## config.mk

```make
export PLATFORM = sky130hd
export DESIGN_NAME = ysyx_22040931_idecode_pipe_flat
export DESIGN_NICKNAME = d
export VERILOG_FILES = /design/src/rtl/ysyx_22040931_idecode_pipe_if.sv /design/src/rtl/ysyx_22040931_idecode_pipe.sv /design/src/flat_wrapper.sv
export SDC_FILE = /design/constraint.sdc
export NUM_CORES = 1
export LEC_CHECK = 0
export ABC_AREA = 1
export CORE_MARGIN = 2
export CORE_UTILIZATION = 39
export CTS_BUF_LIST = sky130_fd_sc_hd__clkbuf_4 sky130_fd_sc_hd__clkbuf_8
export CTS_CLUSTER_SIZE = 12
export DETAILED_ROUTE_END_ITERATION = 6
export PLACE_DENSITY = 0.82
export SLEW_MARGIN = 20
export SYNTH_ARGS = -nofsm -noshare
export SYNTH_HDL_FRONTEND = slang
export SYNTH_SLANG_ARGS = --single-unit
```

## constraint.sdc

```tcl
create_clock -name clk -period 2.25 [get_ports clk]
set_input_delay 0.45 -clock clk [delete_from_list [all_inputs] [get_ports clk]]
set_output_delay 0.45 -clock clk [all_outputs]
set_load 0.01 [all_outputs]
```

## src/rtl/ysyx_22040931_idecode_pipe_if.sv

```systemverilog
`default_nettype none
// IFU -> IDU -> EXU handshake bundle for the registered I-type decode stage.
// The slave side is the decode stage; the master side drives instructions in and consumes results.
interface ysyx_22040931_idecode_pipe_if #(
  parameter int XLEN = 64
);
  logic            flush;
  logic            in_valid;
  logic            in_ready;
  logic [31:0]     in_inst;
  logic [XLEN-1:0] in_pc;
  logic            out_valid;
  logic            out_ready;
  logic            out_itype;
  logic [2:0]      out_exop;
  logic [4:0]      out_aluop;
  logic [2:0]      out_memrop;
  logic            out_jump;
  logic            out_illegal;
  logic [XLEN-1:0] out_imm;
  logic [4:0]      out_rd;
  logic [4:0]      out_rs1;
  logic [XLEN-1:0] out_pc;

  modport slave (
    input  flush, in_valid, in_inst, in_pc, out_ready,
    output in_ready, out_valid, out_itype, out_exop, out_aluop, out_memrop,
           out_jump, out_illegal, out_imm, out_rd, out_rs1, out_pc
  );

  modport master (
    output flush, in_valid, in_inst, in_pc, out_ready,
    input  in_ready, out_valid, out_itype, out_exop, out_aluop, out_memrop,
           out_jump, out_illegal, out_imm, out_rd, out_rs1, out_pc
  );
endinterface
`default_nettype wire

```

## src/rtl/ysyx_22040931_idecode_pipe.sv

```systemverilog
`default_nettype none
// Registered I-type decode stage: OP-IMM, OP-IMM-32, LOAD, JALR, ecall/ebreak decode,
// immediate generation and illegal-field detection behind a one-entry valid/ready register.
module ysyx_22040931_idecode_pipe #(
  parameter int XLEN = 64,
  parameter bit RV64 = 1'b1
) (
  input  logic                                clk,
  input  logic                                rst,
  ysyx_22040931_idecode_pipe_if.slave         bus
);

  localparam logic [6:0] OPC_LOAD     = 7'b0000011;
  localparam logic [6:0] OPC_OP_IMM   = 7'b0010011;
  localparam logic [6:0] OPC_OP_IMM32 = 7'b0011011;
  localparam logic [6:0] OPC_JALR     = 7'b1100111;
  localparam logic [6:0] OPC_SYSTEM   = 7'b1110011;

  localparam logic [31:0] INST_ECALL  = 32'h0000_0073;
  localparam logic [31:0] INST_EBREAK = 32'h0010_0073;

  localparam logic [2:0] EX_NONE   = 3'd0;
  localparam logic [2:0] EX_ARITH  = 3'd1;
  localparam logic [2:0] EX_SHORT  = 3'd2;
  localparam logic [2:0] EX_LOAD   = 3'd3;
  localparam logic [2:0] EX_SYSTEM = 3'd4;

  localparam logic [4:0] ALU_NO    = 5'd0;
  localparam logic [4:0] ALU_ADD   = 5'd1;
  localparam logic [4:0] ALU_AND   = 5'd2;
  localparam logic [4:0] ALU_OR    = 5'd3;
  localparam logic [4:0] ALU_XOR   = 5'd4;
  localparam logic [4:0] ALU_SHIL  = 5'd5;
  localparam logic [4:0] ALU_SHIR  = 5'd6;
  localparam logic [4:0] ALU_SRA   = 5'd7;
  localparam logic [4:0] ALU_COM   = 5'd8;
  localparam logic [4:0] ALU_COMU  = 5'd9;
  localparam logic [4:0] ALU_JUMP  = 5'd10;
  localparam logic [4:0] ALU_SHILW = 5'd11;
  localparam logic [4:0] ALU_SHIRW = 5'd12;
  localparam logic [4:0] ALU_SRAW  = 5'd13;

  localparam logic [2:0] MEM_NO  = 3'd0;
  localparam logic [2:0] MEM_LB  = 3'd1;
  localparam logic [2:0] MEM_LH  = 3'd2;
  localparam logic [2:0] MEM_LW  = 3'd3;
  localparam logic [2:0] MEM_LD  = 3'd4;
  localparam logic [2:0] MEM_LBU = 3'd5;
  localparam logic [2:0] MEM_LHU = 3'd6;
  localparam logic [2:0] MEM_LWU = 3'd7;

  localparam logic [5:0] F6_SRL = 6'b000000;
  localparam logic [5:0] F6_SRA = 6'b010000;
  localparam logic [6:0] F7_SRL = 7'b0000000;
  localparam logic [6:0] F7_SRA = 7'b0100000;

  localparam int IMM_PAD = XLEN - 12;

  logic [31:0] inst;
  logic [6:0]  opcode;
  logic [2:0]  funct3;
  logic [6:0]  funct7;
  logic [5:0]  funct6;
  logic        shamt_hi_ok;

  assign inst   = bus.in_inst;
  assign opcode = inst[6:0];
  assign funct3 = inst[14:12];
  assign funct7 = inst[31:25];
  assign funct6 = inst[31:26];

  // RV32 shift amounts are 5 bits, so inst[25] becomes part of the funct field.
  assign shamt_hi_ok = RV64 | ~inst[25];

  logic       hit;
  logic       bad;
  logic [2:0] dec_exop;
  logic [4:0] dec_aluop;
  logic [2:0] dec_memrop;
  logic       dec_jump;

  always_comb begin
    hit        = 1'b0;
    bad        = 1'b0;
    dec_exop   = EX_NONE;
    dec_aluop  = ALU_NO;
    dec_memrop = MEM_NO;
    dec_jump   = 1'b0;
    case (opcode)
      OPC_OP_IMM: begin
        hit      = 1'b1;
        dec_exop = EX_ARITH;
        case (funct3)
          3'b000: dec_aluop = ALU_ADD;
          3'b010: dec_aluop = ALU_COM;
          3'b011: dec_aluop = ALU_COMU;
          3'b100: dec_aluop = ALU_XOR;
          3'b110: dec_aluop = ALU_OR;
          3'b111: dec_aluop = ALU_AND;
          3'b001: begin
            dec_aluop = ALU_SHIL;
            bad       = (funct6 != 6'b000000) | ~shamt_hi_ok;
          end
          3'b101: begin
            if (funct6 == F6_SRL) begin
              dec_aluop = ALU_SHIR;
            end else if (funct6 == F6_SRA) begin
              dec_aluop = ALU_SRA;
            end else begin
              bad = 1'b1;
            end
            if (!shamt_hi_ok) begin
              bad = 1'b1;
            end
          end
        endcase
      end
      OPC_OP_IMM32: begin
        hit = 1'b1;
        if (!RV64) begin
          bad = 1'b1;
        end else begin
          case (funct3)
            3'b000: begin
              dec_exop  = EX_SHORT;
              dec_aluop = ALU_ADD;
            end
            3'b001: begin
              dec_exop  = EX_SHORT;
              dec_aluop = ALU_SHILW;
              bad       = (funct7 != 7'b0000000);
            end
            3'b101: begin
              // Word right shifts go to the Arith unit; the W-variant aluop carries the width.
              dec_exop = EX_ARITH;
              if (funct7 == F7_SRL) begin
                dec_aluop = ALU_SHIRW;
              end else if (funct7 == F7_SRA) begin
                dec_aluop = ALU_SRAW;
              end else begin
                bad = 1'b1;
              end
            end
            default: bad = 1'b1;
          endcase
        end
      end
      OPC_LOAD: begin
        hit       = 1'b1;
        dec_exop  = EX_LOAD;
        dec_aluop = ALU_ADD;
        case (funct3)
          3'b000: dec_memrop = MEM_LB;
          3'b001: dec_memrop = MEM_LH;
          3'b010: dec_memrop = MEM_LW;
          3'b011: begin
            dec_memrop = MEM_LD;
            bad        = ~RV64;
          end
          3'b100: dec_memrop = MEM_LBU;
          3'b101: dec_memrop = MEM_LHU;
          3'b110: begin
            dec_memrop = MEM_LWU;
            bad        = ~RV64;
          end
          3'b111: bad = 1'b1;
        endcase
      end
      OPC_JALR: begin
        hit = 1'b1;
        if (funct3 == 3'b000) begin
          dec_exop  = EX_ARITH;
          dec_aluop = ALU_JUMP;
          dec_jump  = 1'b1;
        end else begin
          bad = 1'b1;
        end
      end
      OPC_SYSTEM: begin
        // Only ecall/ebreak are I-type here; CSR and other SYSTEM words are simply not ours.
        if (inst == INST_ECALL || inst == INST_EBREAK) begin
          hit       = 1'b1;
          dec_exop  = EX_SYSTEM;
          dec_aluop = ALU_NO;
        end
      end
      default: begin
        hit = 1'b0;
      end
    endcase
  end

  logic            accept;
  logic [XLEN-1:0] imm;

  assign bus.in_ready = ~bus.out_valid | bus.out_ready;
  assign accept       = bus.in_valid & bus.in_ready;
  assign imm          = {{IMM_PAD{inst[31]}}, inst[31:20]};

  always_ff @(posedge clk) begin
    if (rst) begin
      bus.out_valid   <= 1'b0;
      bus.out_itype   <= 1'b0;
      bus.out_illegal <= 1'b0;
      bus.out_exop    <= EX_NONE;
      bus.out_aluop   <= ALU_NO;
      bus.out_memrop  <= MEM_NO;
      bus.out_jump    <= 1'b0;
      bus.out_imm     <= '0;
      bus.out_rd      <= '0;
      bus.out_rs1     <= '0;
      bus.out_pc      <= '0;
    end else begin
      if (bus.flush) begin
        bus.out_valid <= 1'b0;
      end else if (accept) begin
        bus.out_valid <= 1'b1;
      end else if (bus.out_ready) begin
        bus.out_valid <= 1'b0;
      end
      // Payload may load under flush; it is don't-care while out_valid is low.
      if (accept) begin
        bus.out_itype   <= hit & ~bad;
        bus.out_illegal <= bad;
        bus.out_exop    <= bad ? EX_NONE : dec_exop;
        bus.out_aluop   <= bad ? ALU_NO  : dec_aluop;
        bus.out_memrop  <= bad ? MEM_NO  : dec_memrop;
        bus.out_jump    <= dec_jump & ~bad;
        bus.out_imm     <= imm;
        bus.out_rd      <= inst[11:7];
        bus.out_rs1     <= inst[19:15];
        bus.out_pc      <= bus.in_pc;
      end
    end
  end

endmodule
`default_nettype wire

```

## src/flat_wrapper.sv

```systemverilog
// flat-port wrapper written by rule: the top's interface ports become plain ports
module ysyx_22040931_idecode_pipe_flat 
#(
  parameter int XLEN = 64,
  parameter bit RV64 = 1'b1
)
  (clk, rst, bus_flush, bus_in_valid, bus_in_inst, bus_in_pc, bus_out_ready, bus_in_ready, bus_out_valid, bus_out_itype, bus_out_exop, bus_out_aluop, bus_out_memrop, bus_out_jump, bus_out_illegal, bus_out_imm, bus_out_rd, bus_out_rs1, bus_out_pc);
  ysyx_22040931_idecode_pipe_if #(.XLEN(XLEN)) bus_i ();
  input  logic clk;
  input  logic rst;
  input wire logic [$bits(bus_i.flush)-1:0] bus_flush;
  input wire logic [$bits(bus_i.in_valid)-1:0] bus_in_valid;
  input wire logic [$bits(bus_i.in_inst)-1:0] bus_in_inst;
  input wire logic [$bits(bus_i.in_pc)-1:0] bus_in_pc;
  input wire logic [$bits(bus_i.out_ready)-1:0] bus_out_ready;
  output wire logic [$bits(bus_i.in_ready)-1:0] bus_in_ready;
  output wire logic [$bits(bus_i.out_valid)-1:0] bus_out_valid;
  output wire logic [$bits(bus_i.out_itype)-1:0] bus_out_itype;
  output wire logic [$bits(bus_i.out_exop)-1:0] bus_out_exop;
  output wire logic [$bits(bus_i.out_aluop)-1:0] bus_out_aluop;
  output wire logic [$bits(bus_i.out_memrop)-1:0] bus_out_memrop;
  output wire logic [$bits(bus_i.out_jump)-1:0] bus_out_jump;
  output wire logic [$bits(bus_i.out_illegal)-1:0] bus_out_illegal;
  output wire logic [$bits(bus_i.out_imm)-1:0] bus_out_imm;
  output wire logic [$bits(bus_i.out_rd)-1:0] bus_out_rd;
  output wire logic [$bits(bus_i.out_rs1)-1:0] bus_out_rs1;
  output wire logic [$bits(bus_i.out_pc)-1:0] bus_out_pc;
  assign bus_i.flush = bus_flush;
  assign bus_i.in_valid = bus_in_valid;
  assign bus_i.in_inst = bus_in_inst;
  assign bus_i.in_pc = bus_in_pc;
  assign bus_i.out_ready = bus_out_ready;
  assign bus_in_ready = bus_i.in_ready;
  assign bus_out_valid = bus_i.out_valid;
  assign bus_out_itype = bus_i.out_itype;
  assign bus_out_exop = bus_i.out_exop;
  assign bus_out_aluop = bus_i.out_aluop;
  assign bus_out_memrop = bus_i.out_memrop;
  assign bus_out_jump = bus_i.out_jump;
  assign bus_out_illegal = bus_i.out_illegal;
  assign bus_out_imm = bus_i.out_imm;
  assign bus_out_rd = bus_i.out_rd;
  assign bus_out_rs1 = bus_i.out_rs1;
  assign bus_out_pc = bus_i.out_pc;
  ysyx_22040931_idecode_pipe #(.XLEN(XLEN), .RV64(RV64)) u_core (.clk(clk), .rst(rst), .bus(bus_i));
endmodule
```

==> metrics.md <==
| Metric | Value |
|---|---|
| Core area | about 0.011 mm2 |
| CTS Buf Count | 9 |
| Pleak | 2.82 nW |
| Post-CTS Setup Inserts | 0 |
| First-pass GRT wire length | between 20000 and 25000 um |
| Pre-CTS WS | about 0.14 ns |
| Most numerous cell in the Yosys netlist | nor2_1 |
| Largest net degree at the start of global routing | 94 |
| I/O Pins | around 260 |
| Worst EP required | roughly 1.8 ns |
| Max-Cap Viols | 0 |
| Critical Path Start Type | input port |
| CP most frequent cell | clkdlybuf4s50_1 |
| DR vias/cell | approximately 4.9 |
| Pint | approximately 3.0 mW |
| End point of the critical path | bus_in_ready |
| Die H | ~110 um |
| Drt wl/cell | between 10 and 15 um |
| Antenna cells | 0 |
| Clk buf depth | 2 |
| Worst hold path class | register to register |
| Crit Path Class | input port to output port |
| Final worst-path cycle share | 0.914 |
| Seq pwr share | 0.470 |
| Routed WL | around 14000 um |
| Worst reg-to-reg path cell count | 6 |
| TritonCTS clock tree | yes |
| Post-synth EDFFs | 0 |
| Synth Flop Type | dfxtp_1 |
| Design Power | a little over 4 mW |
| H-Tree Depth | 3 |
| Synthesized netlist cell count | 617 |
| Hold buffers post-CTS | 0 |
| TritonRoute pass-1 iters | 5 |
| FF-to-FF Start | u_core.bus.out_valid |
| Setup ws final | around 0.19 ns |
| Syn Nets | ~720 |
| Synth Warn # | 0 |
| Highest clock rate | between 0.4 and 0.5 GHz |
| Pwr Density | between 600 and 700 mW/mm2 |
| Effective utilization at floorplan | 0.402 |
| RSZ-0062 raised after global routing | false |
| FP Rows | 38 |
| Cells after DPL | roughly 940 |
| Reg2Reg Setup Slack | roughly 0.84 ns |
| P_sw | ~1.1 mW |
| Final setup violation count | 0 |
| Post-synth ARST share | 0 |
| Vias in the first global route | roughly 4200 |
| CP Capture Type | output port |
| Die area | around 0.012 mm2 |
| Clock Latency Late Sink | between 0.3 and 0.4 ns |
| Clk pin slew, worst setup/hold paths | approximately 0.090 ns |
| Setup TNS | 0 ns |
| Max VDD drop | about 0.42 mV |
| Post-synth cell types | 24 |
| Die width | between 100 and 150 um |
| Worst-path cell chain | clkdlybuf4s50_1 -> inv_1 -> nand2_1 -> clkdlybuf4s50_1 |
| Crit path largest cell delay | between 0.5 and 0.6 ns |
| Buffers and inverters on the worst path | 3 |
| Synth area leaders | dfxtp_1 46%, nor2_1 16%, o21ai_0 10% |
| Max-slew violations | 0 |
| Port buffer count | between 200 and 300 |
| Family with the most delay on the worst path | buffers and inverters |
| Seq/Total Area, Yosys | 0.457 |
| Clock sinks | 100 |
| Number of synthesized register bits | 100 |
| Non-Filler Instances | roughly 950 |
| Post-Syn Area per Cell | about 7.1 um2 |
| Nets | around 910 |
| Vias | roughly 4600 |
| DRC violations left | 0 |
| Sw Share | 0.271 |
| Clock network power share | 0.291 |
| Ratio of cells with drive above 1 in the final layout | 0.0480 |
| Worst R2R End | u_core.bus.out_memrop[1] |
| Comb pwr share | 0.239 |
| Count of final hold-check violations | 0 |
| Clock Skew | 0.0114 ns |
| DRT iter0 DRCs | between 200 and 300 |
| Status | finished clean |
| Worst setup startpoint | bus_out_ready |
| Antenna Nets Post-Route | 0 |
| Levels on crit path | 4 |
| Critical path arrival | about 1.6 ns |
| Cell taking the most area after synthesis | dfxtp_1 |
| Slowest-stage cell, CP | clkdlybuf4s50_1 |
| Min Tclk post-route | just over 2 ns |
| Cts repair resizes | 0 |
| Final hold slack | between 0.4 and 0.5 ns |
| All-Layer GR Usage | 0.220 |
| Top-area cell type share of the netlist area | 0.457 |
| GPL Wtd Cong | a little under 0.9 |
| Layout overhead on the synthesized area | 57.2% |
| DP HPWL | approximately 10000 um |
| Clock root buffer | clkbuf_8 |
| Post-Syn Area | between 0.004 and 0.005 mm2 |
| Max FO, Critical Path | 3 |
| Antenna violations before repair | 0 |
| GRT overflow | 0 |
| Synth top cells by count | 187 x nor2_1, 100 x dfxtp_1, 91 x o21ai_0 |
## tightest hold or removal path, delay by kind of cell (launching register included)
family / cells / cell delay, ns
AO/OA/AOI/OAI: 1 / 0.05
flip-flops: 1 / 0.33
AND/OR/NAND/NOR: 1 / 0.06
## power groups by stage
stage	logic (mW)	clock network [mW]	registers, mW
floorplan	0.382	0	2.06
global placement	0.980	0	1.98
detailed placement	0.994	0	1.99
CTS	1.00	1.23	1.95
global route	1.08	1.32	1.96
finish	0.994	1.21	1.95
## registers in the layout, indices dropped and copies added (netlist names)
name                    flops
u_core.bus.out_aluop        4
u_core.bus.out_exop         3
u_core.bus.out_illegal      1
u_core.bus.out_imm         12
u_core.bus.out_itype        1
u_core.bus.out_jump         1
u_core.bus.out_memrop       3
u_core.bus.out_pc          64
u_core.bus.out_rd           5
u_core.bus.out_rs1          5
u_core.bus.out_valid        1
## worst min-delay path by stage
stage | start | end | slack (ns) | cells after the start
after floorplan | u_core.bus.out_aluop[0] | u_core.bus.out_aluop[0] | 0.49 | 2
after global placement | u_core.bus.out_aluop[0] | u_core.bus.out_aluop[0] | 0.46 | 2
after detailed placement | u_core.bus.out_aluop[0] | u_core.bus.out_aluop[0] | 0.46 | 2
after CTS | u_core.bus.out_aluop[0] | u_core.bus.out_aluop[0] | 0.48 | 2
after global routing | u_core.bus.out_aluop[0] | u_core.bus.out_aluop[0] | 0.49 | 2
final | u_core.bus.out_aluop[0] | u_core.bus.out_aluop[0] | 0.48 | 2
## cells in the final DEF (no fill, tap or decap), types with 3 or more instances in the layout
cell type,n
a21oi_1,21
buf_12,3
buf_4,7
clkbuf_8,11
clkdlybuf4s50_1,253
dfxtp_1,100
inv_1,28
inv_2,4
nand2_1,59
nand2_2,3
nand3_1,22
nor2_1,187
nor2_2,4
o21ai_0,91
## stage by stage
stage / area [um2] / util
3_5_place_dp: 6680 / 0.613
2_1_floorplan: 4380 / -
6_report: 6890 / 0.633
3_3_place_gp: 6680 / 0.613
5_1_grt: 6890 / 0.633
4_1_cts: 6890 / 0.633
## per-layer routing
| layer | up-vias | track usage | wire [um] |
|---|---|---|---|
| met1 | 2110 | 0.242 | 5200 |
| met4 | 0 | 0.0841 | 330 |
| li1 | 2282 | - | - |
| met5 | - | 0 | 0 |
| met2 | 219 | 0.407 | 7180 |
| met3 | 27 | 0.0541 | 1100 |
## cells by family (layout without fill, tap and decap cells)
kind of cell           after synthesis  after routing  synth area share
other                                1              1          0.000856
buffers and inverters              116            311             0.148
AOI/OAI and AO/OA                  116            116             0.135
DFF                                100            100             0.457
and+or+nand+nor                    284            284             0.259
## final cells by class
class | instances | area, um2
multi-input cells | 401 | 1730
fillers | 937 | 4000
well taps | 140 | 175
flip-flops and latches | 100 | 2000
clock inverters | 5 | 60.1
clock buffers | 11 | 151
inverters | 32 | 120
repair buffers | 263 | 2650
Note: power is estimated with default switching activity, not from simulation.
